===== src/rtl/score_display_driver.sv =====
// Score display engine: latches a binary score, converts it to BCD with a
// bit-serial double-dabble FSM and scans the digits onto shared seg/an lines
// with leading-zero blanking, per-digit decimal points and overflow saturation.
//
//   state | meaning
//   IDLE  | display stable, waiting for a load strobe
//   SHIFT | double-dabble in progress, one binary bit per cycle
module score_display_driver #(
  parameter int DIGITS     = 4,
  parameter int VALUE_W    = 14,
  parameter int SCAN_DIV   = 100000,
  parameter int ACTIVE_LOW = 1
) (
  input  logic               clk,
  input  logic               reset,
  input  logic [VALUE_W-1:0] value,
  input  logic               load,
  input  logic               blank_lz,
  input  logic [DIGITS-1:0]  dp_mask,
  output logic [7:0]         seg,
  output logic [DIGITS-1:0]  an,
  output logic               busy,
  output logic               overflow
);

  function automatic logic [31:0] max_decimal(input int n);
    logic [31:0] p;
    p = 32'd1;
    for (int i = 0; i < n; i++) p = p * 32'd10;
    return p - 32'd1;
  endfunction

  function automatic logic [6:0] seven_seg(input logic [3:0] d);
    case (d)
      4'd0:    return 7'h3F;
      4'd1:    return 7'h06;
      4'd2:    return 7'h5B;
      4'd3:    return 7'h4F;
      4'd4:    return 7'h66;
      4'd5:    return 7'h6D;
      4'd6:    return 7'h7D;
      4'd7:    return 7'h07;
      4'd8:    return 7'h7F;
      4'd9:    return 7'h6F;
      default: return 7'h00;
    endcase
  endfunction

  localparam logic [31:0] MAX_DEC = max_decimal(DIGITS);
  localparam int BCD_W = 4 * DIGITS;
  localparam int CNT_W = $clog2(VALUE_W + 1);
  localparam int IDX_W = (DIGITS > 1) ? $clog2(DIGITS) : 1;
  localparam int PRE_W = $clog2(SCAN_DIV);
  localparam bit INV   = (ACTIVE_LOW != 0);

  typedef enum logic {IDLE, SHIFT} state_t;

  state_t state_q, state_d;
  logic   load_accept;

  logic [VALUE_W-1:0]       bin_q;
  logic [BCD_W-1:0]         bcd_q;
  logic [BCD_W-1:0]         bcd_adj;
  logic [BCD_W+VALUE_W-1:0] shift_w;
  logic [BCD_W-1:0]         disp_q;
  logic [CNT_W-1:0]         iter_q;
  logic                     ovf_pending;
  logic                     last_iter;

  logic [PRE_W-1:0]  presc_q;
  logic [IDX_W-1:0]  idx_q;
  logic [DIGITS-1:0] blank_vec;
  logic [3:0]        nib_sel;
  logic [7:0]        seg_hi;
  logic [DIGITS-1:0] an_hi;
  logic              all_zero;

  assign busy      = (state_q == SHIFT);
  assign last_iter = (iter_q == CNT_W'(VALUE_W - 1));

  // Add-3 correction on every BCD nibble that would overflow after doubling.
  always_comb begin
    bcd_adj = '0;
    for (int i = 0; i < DIGITS; i++) begin
      bcd_adj[4*i +: 4] = (bcd_q[4*i +: 4] >= 4'd5) ? bcd_q[4*i +: 4] + 4'd3
                                                     : bcd_q[4*i +: 4];
    end
  end

  assign shift_w = {bcd_adj, bin_q} << 1;

  // Conversion FSM state register.
  always_ff @(posedge clk or posedge reset) begin
    if (reset) state_q <= IDLE;
    else       state_q <= state_d;
  end

  // Conversion FSM next-state logic.
  always_comb begin
    state_d     = state_q;
    load_accept = 1'b0;
    case (state_q)
      IDLE: begin
        if (load) begin
          state_d     = SHIFT;
          load_accept = 1'b1;
        end
      end
      SHIFT: begin
        if (last_iter) state_d = IDLE;
      end
      default: state_d = IDLE;
    endcase
  end

  // Conversion datapath; the display register only changes on the final shift.
  always_ff @(posedge clk or posedge reset) begin
    if (reset) begin
      bin_q       <= '0;
      bcd_q       <= '0;
      iter_q      <= '0;
      ovf_pending <= 1'b0;
      disp_q      <= '0;
      overflow    <= 1'b0;
    end else if (load_accept) begin
      bin_q       <= value;
      bcd_q       <= '0;
      iter_q      <= '0;
      ovf_pending <= (32'(value) > MAX_DEC);
    end else if (busy) begin
      bin_q  <= shift_w[VALUE_W-1:0];
      bcd_q  <= shift_w[BCD_W+VALUE_W-1:VALUE_W];
      iter_q <= iter_q + CNT_W'(1);
      if (last_iter) begin
        disp_q   <= ovf_pending ? {DIGITS{4'h9}} : shift_w[BCD_W+VALUE_W-1:VALUE_W];
        overflow <= ovf_pending;
      end
    end
  end

  // Scan prescaler and digit index, free-running.
  always_ff @(posedge clk or posedge reset) begin
    if (reset) begin
      presc_q <= '0;
      idx_q   <= '0;
    end else if (presc_q == PRE_W'(SCAN_DIV - 1)) begin
      presc_q <= '0;
      idx_q   <= (idx_q == IDX_W'(DIGITS - 1)) ? '0 : idx_q + IDX_W'(1);
    end else begin
      presc_q <= presc_q + PRE_W'(1);
    end
  end

  // A digit is a leading zero when it and every digit above it are zero.
  always_comb begin
    all_zero  = 1'b1;
    blank_vec = '0;
    for (int i = DIGITS - 1; i >= 0; i--) begin
      all_zero = all_zero & (disp_q[4*i +: 4] == 4'd0);
      if (i != 0) blank_vec[i] = all_zero;
    end
  end

  // Active-high pattern for the digit currently selected by the scanner.
  always_comb begin
    nib_sel = disp_q[{idx_q, 2'b00} +: 4];
    seg_hi  = {dp_mask[idx_q],
               (blank_lz && blank_vec[idx_q]) ? 7'h00 : seven_seg(nib_sel)};
    an_hi   = DIGITS'(1) << idx_q;
  end

  // Registered pin drivers, optionally inverted for common-anode boards.
  always_ff @(posedge clk or posedge reset) begin
    if (reset) begin
      seg <= INV ? 8'hC0 : 8'h3F;
      an  <= INV ? ~DIGITS'(1) : DIGITS'(1);
    end else begin
      seg <= INV ? ~seg_hi : seg_hi;
      an  <= INV ? ~an_hi : an_hi;
    end
  end

endmodule


===== config.mk =====
export PLATFORM = sky130hd
export DESIGN_NAME = score_display_driver
export DESIGN_NICKNAME = d
export VERILOG_FILES = /design/src/rtl/score_display_driver.sv
export SDC_FILE = /design/constraint.sdc
export NUM_CORES = 1
export LEC_CHECK = 0
export ABC_AREA = 1
export ABC_CLOCK_PERIOD_IN_PS = 3400
export BUFFER_PORTS_ARGS = -buffer_cell sky130_fd_sc_hd__buf_2
export CAP_MARGIN = 20
export CORE_MARGIN = 8
export CORE_UTILIZATION = 45
export DETAILED_ROUTE_END_ITERATION = 7
export SLEW_MARGIN = 20
export SYNTH_ARGS = -nofsm -noshare
export SYNTH_HDL_FRONTEND = slang
export SYNTH_SLANG_ARGS = --single-unit
export TNS_END_PERCENT = 30

===== constraint.sdc =====
create_clock -name clk -period 3.4 [get_ports clk]
set_input_delay 0.68 -clock clk [delete_from_list [all_inputs] [get_ports clk]]
set_output_delay 0.68 -clock clk [all_outputs]
set_load 0.005 [all_outputs]

==> impl_metrics.csv <==
group,metric,value,unit
run_status,status,"complete, no violations",
yosys,ys_seq_elements,84,
worst_setup_path,path_class,"register to primary output",
worst_setup_path,worstPathArrival,1.47,ns
cts,root_buffer,"clkbuf_8",
worst_setup_path,timing.critical_path.buf_inv,2,
finish,final_cells,704,
timing,max_slew_margin,0.4782,
finish,final_cell_mix,"nand2_1 (137), inv_1 (83), dfrtp_1 (79)",
global_routing,grt_max_degree,53,
worst_setup_path,cp_slowest_cell,"dfrtp_1",
place,dp_slack,1.279,ns
route,firstDrtPassIters,4,
cts,cts-resized-gates,0,
route,routedWlPerCell,12.28,um
timing,maxSlewViolCount,0,
timing,skew,0.006859,ns
yosys,syn-num-nets,571,
worst_setup_path,crit_chain,"buf_4 > buf_2",
yosys,avgSynthCellArea,8.257,sq um
die,die-width,114.5,um
timing,finalSetupViolations,0,
run,drv_cap,0,
timing,hold_slack,0.3573,ns
route,drt_iter0_drc,274,
timing,fmax,0.4662,GHz
worst_setup_path,crit_fanout,10,
place,io_buffers,35,
die,ios,36,
die,core.rowCount,36,
die,die_h,114.5,um
cts,cts_hold_buf,0,
die,initial_utilization,0.4553,
finish,area.growth.synth_to_final,11.46,%
finish,utilization,0.5074,
timing,fin_setup_tns,0,ns
cts,h-tree-depth,3,
timing,rsz0062_at_grt,"false",
route,via_per_inst,4.918,
global_routing,grt_use_met3,0.03850,
cts,cts_tree,"done",
finish,nNetsFinal,609,
global_routing,grt_pass1_wl,15230,um
finish,diodes,0,
cts,post-cts-setup-buffer-count,0,
route,drt-total-wl,8642,um
die,dieArea,0.01311,sq mm
timing,worstMarginPinSlew,0.7819,ns
pwr,vdd_drop_max,0.3914,mV
min_path,min-delay-path-class,"input port to asynchronous set/reset pin",
pwr,power_density,749.4,mW/mm^2
global_routing,grt-ovfl-total,0,
place,dp.cells,689,
global_routing,grt_pass1_vias,3345,
place,dp_hpwl,6151,um
route,drc,0,
yosys,ys_warn_count,0,
global_routing,antenna_found_initial,0,
global_routing,met1_usage,0.1774,
worst_setup_path,critPathTopFamily,"flip-flops",
yosys,async_flop_share,1.000,
timing,hold_viol_final,0,
route,vias,3462,
finish,layout_commonest_cell,"nand2_1",
global_routing,grt_use_total,0.1445,
yosys,synth_flop_cell,"dfrtp_1",
worst_setup_path,required,2.72,ns
pwr,leakage,2.534,nW
route,postRouteAntennaNets,0,
yosys,syn_area,0.004368,sq mm
global_routing,met2_usage,0.2364,
global_routing,grt-busiest-layer,"met2",
yosys,synth_edf_count,0,
cts,clkSinkCount,84,
cts,numCtsBuffers,9,
place,gp_congestion,0.8890,
timing,min_period_over_period,0.6309,
worst_setup_path,crit_path_end_kind,"primary output",
cts,cts_buffer_depth,2,
cts,cts.clk_slew.worst_paths,0.08,ns
yosys,ys_seq_area_frac,0.4827,
worst_setup_path,crit_path_max_incr_delay,0.68,ns
yosys,synth_cell_types,34,
timing,worst_slack,1.255,ns
timing,period_needed,2.145,ns
finish,drive_above_1_share,0.1349,
yosys,netlist_instances,529,
die,fp.coreArea,0.009594,sq mm
cts,clk_latency,0.36,ns
worst_setup_path,start_kind,"register",
-- synthesized netlist by cell type (2+ instances only) --
library cell / count / area share
a22oi_1: 4 / 0.0069
ha_1: 20 / 0.057
nor2_1: 41 / 0.035
nand2_2: 3 / 0.0043
nand2_4: 2 / 0.0052
nor2_8: 2 / 0.0092
or2_2: 2 / 0.0029
inv_1: 84 / 0.072
o21bai_1: 3 / 0.0052
buf_4: 2 / 0.0034
o211ai_1: 4 / 0.0069
o21ai_0: 27 / 0.031
o221ai_1: 8 / 0.016
nand3_1: 58 / 0.066
nand2_1: 137 / 0.12
a21oi_1: 8 / 0.0092
buf_2: 4 / 0.0046
nor2_4: 2 / 0.0052
xor2_1: 8 / 0.016
dfrtp_1: 79 / 0.45
dfstp_2: 5 / 0.030
buf_6: 3 / 0.0077
nand4_1: 2 / 0.0029
o22ai_1: 7 / 0.010
inv_2: 5 / 0.0043
-- cells by family after synthesis --
family,after synthesis,synth area share
AOI/OAI and AO/OA,63,0.08880
xor gates and xnor gates,9,0.01805
adders and majority gates,20,0.05729
buffers and inverters,101,0.09653
DFF,84,0.4827
and+or+nand+nor,252,0.2567
-- power by group --
part           leakage (nW)  internal [mW]  switching, mW  total (mW)
combinational          1.39          0.513          0.865        1.38
sequential             1.04           1.34          0.199        1.54
clock                 0.103          0.397          0.336       0.733
-- worst paths after layout --
check                           start         end  slack, ns  cells past startpoint
max in group asynchronous       reset      seg[6]       2.32                      3
min                             reset    bin_q[6]       0.36                      2
min in group clk           presc_q[0]  presc_q[0]       0.46                      1
min reg2reg                presc_q[0]  presc_q[0]       0.46                      1
max reg2reg                  idx_q[0]      seg[3]       1.26                      9
max                              busy        busy       1.25                      2
-- worst register-to-register path: stages (launching register included) --
cell	delay, ns
dfrtp_1	0.53
inv_2	0.27
nor2_1	0.08
o21bai_1	0.16
o21ai_0	0.29
inv_1	0.13
ha_1	0.30
nand3_1	0.09
nand3_1	0.10
nand3_1	0.07
-- sequential cells by signal (all words and copies together) (netlist names) --
| register | cells |
|---|---|
| iter_q | 4 |
| bin_q | 14 |
| idx_q | 2 |
| overflow | 1 |
| seg | 8 |
| disp_q | 16 |
| busy | 1 |
| bcd_q | 16 |
| an | 4 |
| presc_q | 17 |
| ovf_pending | 1 |
-- layer usage --
metal / vias to the layer above / routed length (um)
li1: 1747 / -
met1: 1621 / 4044
met2: 81 / 3982
met3: 13 / 469
met4: 0 / 145
met5: - / 0
-- stage by stage --
step / area [sq um] / power (mW)
finish: 4868 / 3.648
global route: 4868 / 4.004
CTS: 4868 / 3.691
detailed placement: 4666 / 2.947
global placement: 4666 / 2.908
floorplan: 4368 / 2.598
-- layout make-up --
type                    count  area (sq um)
clock buffers              14         172.7
fillers                   931          4726
repair buffers             37         202.7
well taps                 133         166.4
inverters                  91         350.3
flip-flops and latches     84          2108
multi-input cells         344          1838
clock inverters             1         30.03
Note: power is estimated with default switching activity, not from simulation.
